$ cat config.mk
export PLATFORM = sky130hd
export DESIGN_NAME = dm_port_arbiter
export DESIGN_NICKNAME = d
export VERILOG_FILES = /design/src/rtl/dm_arb_pkg.sv /design/src/rtl/dm_arb_stats.sv /design/src/rtl/dm_port_arbiter.sv
export SDC_FILE = /design/constraint.sdc
export NUM_CORES = 1
export LEC_CHECK = 0
export ABC_AREA = 1
export ABC_CLOCK_PERIOD_IN_PS = 1800
export CAP_MARGIN = 0
export CELL_PAD_IN_SITES_DETAIL_PLACEMENT = 0
export CELL_PAD_IN_SITES_GLOBAL_PLACEMENT = 1
export CORE_AREA = 2 2 81 83
export DETAILED_ROUTE_END_ITERATION = 6
export DIE_AREA = 0 0 83 85
export GPL_TIMING_DRIVEN = 0
export PLACE_DENSITY_LB_ADDON = 0.1
export SLEW_MARGIN = 20
export SYNTH_ARGS = -nofsm -noshare
export SYNTH_HDL_FRONTEND = slang
export SYNTH_HIERARCHICAL = 1
export SYNTH_SLANG_ARGS = --single-unit
$ cat constraint.sdc
create_clock -name clk -period 1.8 [get_ports clk]
set_input_delay 0.36 -clock clk [delete_from_list [all_inputs] [get_ports clk]]
set_output_delay 0.36 -clock clk [all_outputs]
set_load 0.05 [all_outputs]
$ cat src/rtl/dm_arb_pkg.sv
// -----------------------------------------------------------------------------
// dm_arb_pkg
// Shared definitions for the data-memory port arbiter:
//   - owner_e : which requester owns the read in flight (returned next cycle)
//   - AW_DEF / DW_DEF : default address / data widths
//   - WAIT_W  : width of the host-wait counter
// -----------------------------------------------------------------------------
package dm_arb_pkg;

  localparam int AW_DEF = 8;
  localparam int DW_DEF = 8;
  localparam int WAIT_W = 4;

  typedef enum logic [1:0] {
    OWN_NONE = 2'b00,
    OWN_CPU  = 2'b01,
    OWN_HOST = 2'b10
  } owner_e;

endpackage

$ cat src/rtl/dm_arb_stats.sv
// -----------------------------------------------------------------------------
// dm_arb_stats
// Two 16-bit saturating event counters for the data-memory arbiter. The top
// instantiates this block only when built with DM_ARB_STATS_EN.
//
// Ports:
//   clk       in   clock
//   rst       in   asynchronous, active-high reset (counters clear to 0)
//   stall     in   CPU stalled this cycle
//   host_gnt  in   host granted this cycle
//   stall_cnt out  number of stalled cycles, saturates at 16'hFFFF
//   host_cnt  out  number of host grants, saturates at 16'hFFFF
// -----------------------------------------------------------------------------
module dm_arb_stats (
  input  logic        clk,
  input  logic        rst,
  input  logic        stall,
  input  logic        host_gnt,
  output logic [15:0] stall_cnt,
  output logic [15:0] host_cnt
);

  // NOTE: sequential state is always updated with non-blocking assignments so
  // every register samples the pre-edge values, independent of block order.
  always_ff @(posedge clk or posedge rst) begin
    if (rst) begin
      stall_cnt <= '0;
      host_cnt  <= '0;
    end else begin
      if (stall && stall_cnt != 16'hFFFF) stall_cnt <= stall_cnt + 16'd1;
      if (host_gnt && host_cnt != 16'hFFFF) host_cnt <= host_cnt + 16'd1;
    end
  end

endmodule

$ cat src/rtl/dm_port_arbiter.sv
// -----------------------------------------------------------------------------
// dm_port_arbiter
// Shares one single-port, synchronous-read data memory between the CPU MEM
// stage and an external host/debug port. The CPU wins by default; a host that
// has been denied HOST_WAIT_MAX consecutive cycles gets a forced slot and the
// CPU is stalled for that one cycle. Read data returns one cycle after the
// grant and is steered to its owner by a small read tracker.
//
// Optional build macro: DM_ARB_STATS_EN (adds live stall/host-grant counters;
// without it stall_cnt/host_cnt are tied to 0).
//
// Ports:
//   clk, rst                         clock, asynchronous active-high reset
//   cpu_req/we/addr/wdata            CPU access request (held while stalled)
//   cpu_stall                        CPU access not performed this cycle
//   cpu_rvalid/cpu_rdata             CPU load data return (1-cycle latency)
//   host_req/we/addr/wdata           host access request (held until gnt)
//   host_gnt                         host access performed this cycle
//   host_rvalid/host_rdata           host read data return (1-cycle latency)
//   mem_en/we/addr/wdata, mem_rdata  data memory port
//   stall_cnt, host_cnt              statistics counters
// -----------------------------------------------------------------------------
module dm_port_arbiter
  import dm_arb_pkg::*;
#(
  parameter int AW            = AW_DEF,
  parameter int DW            = DW_DEF,
  parameter int HOST_WAIT_MAX = 3
) (
  input  logic          clk,
  input  logic          rst,
  input  logic          cpu_req,
  input  logic          cpu_we,
  input  logic [AW-1:0] cpu_addr,
  input  logic [DW-1:0] cpu_wdata,
  output logic          cpu_stall,
  output logic          cpu_rvalid,
  output logic [DW-1:0] cpu_rdata,
  input  logic          host_req,
  input  logic          host_we,
  input  logic [AW-1:0] host_addr,
  input  logic [DW-1:0] host_wdata,
  output logic          host_gnt,
  output logic          host_rvalid,
  output logic [DW-1:0] host_rdata,
  output logic          mem_en,
  output logic          mem_we,
  output logic [AW-1:0] mem_addr,
  output logic [DW-1:0] mem_wdata,
  input  logic [DW-1:0] mem_rdata,
  output logic [15:0]   stall_cnt,
  output logic [15:0]   host_cnt
);

  localparam logic [WAIT_W-1:0] WAIT_MAX = WAIT_W'(HOST_WAIT_MAX);

  logic [WAIT_W-1:0] wait_cnt;
  owner_e            rd_owner;
  owner_e            rd_owner_nxt;
  logic              cpu_win;
  logic              host_win;

  // ---------------------------------------------------------------------------
  // Grant decision. Both grants are held low while rst is high so that the
  // memory strobe and handshakes stay quiet during reset.
  // ---------------------------------------------------------------------------
  // NOTE: every signal assigned in an always_comb gets a default first, so no
  // path leaves it unassigned and no latch is inferred.
  always_comb begin
    cpu_win  = 1'b0;
    host_win = 1'b0;
    if (!rst) begin
      if (host_req && wait_cnt == WAIT_MAX) host_win = 1'b1;  // forced slot
      else if (cpu_req)                     cpu_win  = 1'b1;
      else if (host_req)                    host_win = 1'b1;
    end
  end

  assign cpu_stall = cpu_req & host_win;
  assign host_gnt  = host_win;

  // ---------------------------------------------------------------------------
  // Memory bus mux; idle bus drives zeros.
  // ---------------------------------------------------------------------------
  always_comb begin
    mem_en    = cpu_win | host_win;
    mem_we    = 1'b0;
    mem_addr  = '0;
    mem_wdata = '0;
    if (host_win) begin
      mem_we    = host_we;
      mem_addr  = host_addr;
      mem_wdata = host_wdata;
    end else if (cpu_win) begin
      mem_we    = cpu_we;
      mem_addr  = cpu_addr;
      mem_wdata = cpu_wdata;
    end
  end

  // ---------------------------------------------------------------------------
  // Read tracker: remember who issued this cycle's read so next cycle's
  // mem_rdata is flagged to the right requester. Writes leave no owner.
  // ---------------------------------------------------------------------------
  always_comb begin
    rd_owner_nxt = OWN_NONE;
    if (host_win && !host_we)     rd_owner_nxt = OWN_HOST;
    else if (cpu_win && !cpu_we)  rd_owner_nxt = OWN_CPU;
  end

  always_ff @(posedge clk or posedge rst) begin
    if (rst) begin
      wait_cnt <= '0;
      rd_owner <= OWN_NONE;
    end else begin
      rd_owner <= rd_owner_nxt;
      // Counts consecutive denied host cycles; any grant or idle host clears it.
      if (!host_req || host_win)  wait_cnt <= '0;
      else if (wait_cnt != WAIT_MAX) wait_cnt <= wait_cnt + WAIT_W'(1);
    end
  end

  assign cpu_rvalid  = (rd_owner == OWN_CPU);
  assign host_rvalid = (rd_owner == OWN_HOST);
  assign cpu_rdata   = mem_rdata;
  assign host_rdata  = mem_rdata;

  // ---------------------------------------------------------------------------
  // Optional statistics.
  // ---------------------------------------------------------------------------
`ifdef DM_ARB_STATS_EN
  dm_arb_stats u_stats (
    .clk       (clk),
    .rst       (rst),
    .stall     (cpu_stall),
    .host_gnt  (host_gnt),
    .stall_cnt (stall_cnt),
    .host_cnt  (host_cnt)
  );
`else
  assign stall_cnt = 16'h0;
  assign host_cnt  = 16'h0;
`endif

endmodule

==> results of run 1 <==
-- routing by layer --
layer | part of all wire (%) | global-route usage, % | wire, um
met2 | 58 | 20.0 | 2210
met5 | 0 | 0 | 0
met4 | 1.6 | 3.58 | 59
met3 | 6.8 | 2.24 | 256
met1 | 33 | 10.4 | 1260
-- per-stage QoR --
step	hold WS, ns	TNS [ns]	area [sq um]
after floorplan	0.159	0	1110
after global placement	0.509	-19.00	1960
after detailed placement	0.501	-19.01	1960
after CTS	0.348	-0.838	2320
after global routing	0.371	-1.61	2510
final	0.342	-0.604	2510
-- registers in the layout, summed over array words and instances (netlist names) --
| name | cells |
|---|---|
| rd_owner | 2 |
| wait_cnt | 4 |
-- worst paths after layout --
check | startpoint | slack, ns | endpoint
min in group clk | wait_cnt[3] | 0.61 | wait_cnt[3]
worst max-delay path | wait_cnt[0] | -0.06 | mem_wdata[0]
worst min-delay path | rst | 0.34 | rd_owner[1]
worst max register to register | wait_cnt[2] | 0.41 | wait_cnt[0]
worst min register to register | wait_cnt[3] | 0.61 | wait_cnt[3]
max in group asynchronous | rst | 1.21 | wait_cnt[0]
-- cell usage in the layout (no fill, tap or decap), types with 2 or more instances in the layout --
cell type	instances
buf_4	58
clkdlybuf4s50_1	50
conb_1	32
nand2_2	20
buf_6	16
nand2_4	15
nand3_2	13
buf_8	13
nand2_1	8
nor2_1	7
inv_1	6
nand3_1	5
dfrtp_1	5
nor2_4	3
clkbuf_8	3
dlygate4sd2_1	3
o2111ai_1	2
buf_12	2
-- area by class of cell --
class,instances,share of cell area [%]
buffer,51,16.1
tap,77,3.84
clock buffer,3,1.65
inverter,7,1.35
multi-input combinational,111,29.9
timing repair inverter,1,0.349
sequential,6,6.03
timing repair buffer,94,40.8
-- repair_timing --
action / in CTS / in global routing
setup endpoints to repair: 22 / 20
gates resized for setup: 182 / 46
hold buffers: 0 / 0
pin swaps: 9 / 14
setup buffers: 16 / 1
cloned: 3 / 0
-- critical path, cell delays in order (launching register included) --
cell and delay, ns:
dfrtp_2 0.41, ha_4 0.19, nand2_4 0.08, nand2_4 0.05
nand2_4 0.09, inv_8 0.05, buf_16 0.14, nand2_4 0.06
nand2_4 0.05, buf_8 0.14
-- cells by family after synthesis --
| logic type | synth area share [%] |
|---|---|
| AO/OA/AOI/OAI | 2.58 |
| XOR/XNOR | 1.81 |
| adder cells (fa/ha/maj) | 1.29 |
| buffers and inverters | 43.8 |
| flip-flops | 15.5 |
| other | 0.387 |
| AND/OR/NAND/NOR | 34.6 |
-- power by group --
part / switching [mW] / internal, mW / total [mW]
sequential: 0.00552 / 0.142 / 0.148
clock: 0.0607 / 0.144 / 0.205
combinational: 0.459 / 0.313 / 0.773
total: 0.526 / 0.599 / 1.12
==> impl_metrics.ini, run 1 <==
[outcome]
status = complete, but fails checks
violations = setup timing

[final_layout]
syn_to_final_growth_pct = 159
fin_nets = 322
multi_input_area_sq_um = 751
n_fill_cell = 639
layout-drive-gt1-share_pct = 55.3
stdcell_count = 350
ff_latch_area_sq_um = 151
antennaDiodeCount = 0
final_util_pct = 40.4

[sta]
fin_worst_skew_ns = 0.00524
fin_crit_ns = 1.86
finalMaxSlewViolations = 0
worst_slew_pin_slew_ns = 0.504
min_period_over_period_pct = 103
max_slew_margin_pct = 66.3
finalSetupViolations = 17
fmax_ghz = 0.539
rsz0062_at_grt = yes
final_hold_viol_count = 0
setup_ws_ns = -0.0559

[synthesis]
ys_ff_latch = 6
synth_ff_type = dfrtp_1
yosysWarningCount = 6
synthTopCellsByArea = buf_4 38%, dfrtp_1 16%, nand2_1 14%, nand3_1 9.3%, nand2_2 3.9%
synth_largest_area_cell = buf_4
syn_inst = 144
ys_seq_area_share_pct = 15.5
syn_avg_cell_area_sq_um = 6.73
async_flop_share_pct = 100
synth_cell_types = 20
synth_edf_count = 0
yosysTopAreaCellShare_pct = 38.0
netlist_area_sq_um = 968
synth.most_common_cell = buf_4
yosys-top-cells-count = 49 x buf_4, 36 x nand2_1, 18 x nand3_1

[floorplan]
die_area_sq_mm = 0.00706
coreArea_sq_mm = 0.00620
die_h_um = 85
row_count = 29
num_io_pins = 116
fp.dieW_um = 83
initial_utilization_pct = 15.6

[cts]
path_clk_slew_ns = 0.04
cts_tree = yes
numCtsBuffers = 3
cts.path.max_buffers = 2
cts_max_level = 1
clk_latency_ns = 0.22
clkSinkCount = 6
cts_root_buf = clkbuf_8

[placed_design]
dpl.hpwl_mm = 2.95
gp_congestion = 0.738
post-place-ws_ns = -1.08
portBuffers = 75
place_inst = 327

[worst_setup_path]
required_ns = 1.44
cp-end-kind = output port
reg2reg_depth = 8
worstSetupStartpointType = register
critPathArrivalTime_ns = 1.50
criticalPathCategory = reg -> out
worstPathMaxFanout = 5

[drt]
vias_per_cell = 3.47
drt_iter0_markers = 13
via_count = 1214
firstDrtPassIters = 4
wl_per_cell_um = 10.8
postRouteAntennaNets = 0
drc = 0
drt-total-wl_mm = 3.78

[pwr]
power_mw = 1.12
p_per_area_mw_per_mm2 = 448
power_leakage_nw = 1.29
ir_worst_vdd_mv = 0.234

[min_path]
hold_class = in -> async

[global_route]
grt_use_total_pct = 10.1
grt_max_degree = 11
grt-ovfl-total = 0
antenna_found_initial = 0
grt_pass1_wl_mm = 5.83
grt_pass1_vias = 1214

[flow_run]
cap_violations = 0
No activity file was read; power rests on OpenSTA's default activity.
==> run 2, diff against run 1 <==
- CAP_MARGIN: 0 -> 10
- CTS_CLUSTER_SIZE: default -> 25
==> results of run 2 <==
Final layout, timing and power as in run 1 (identical DEF).
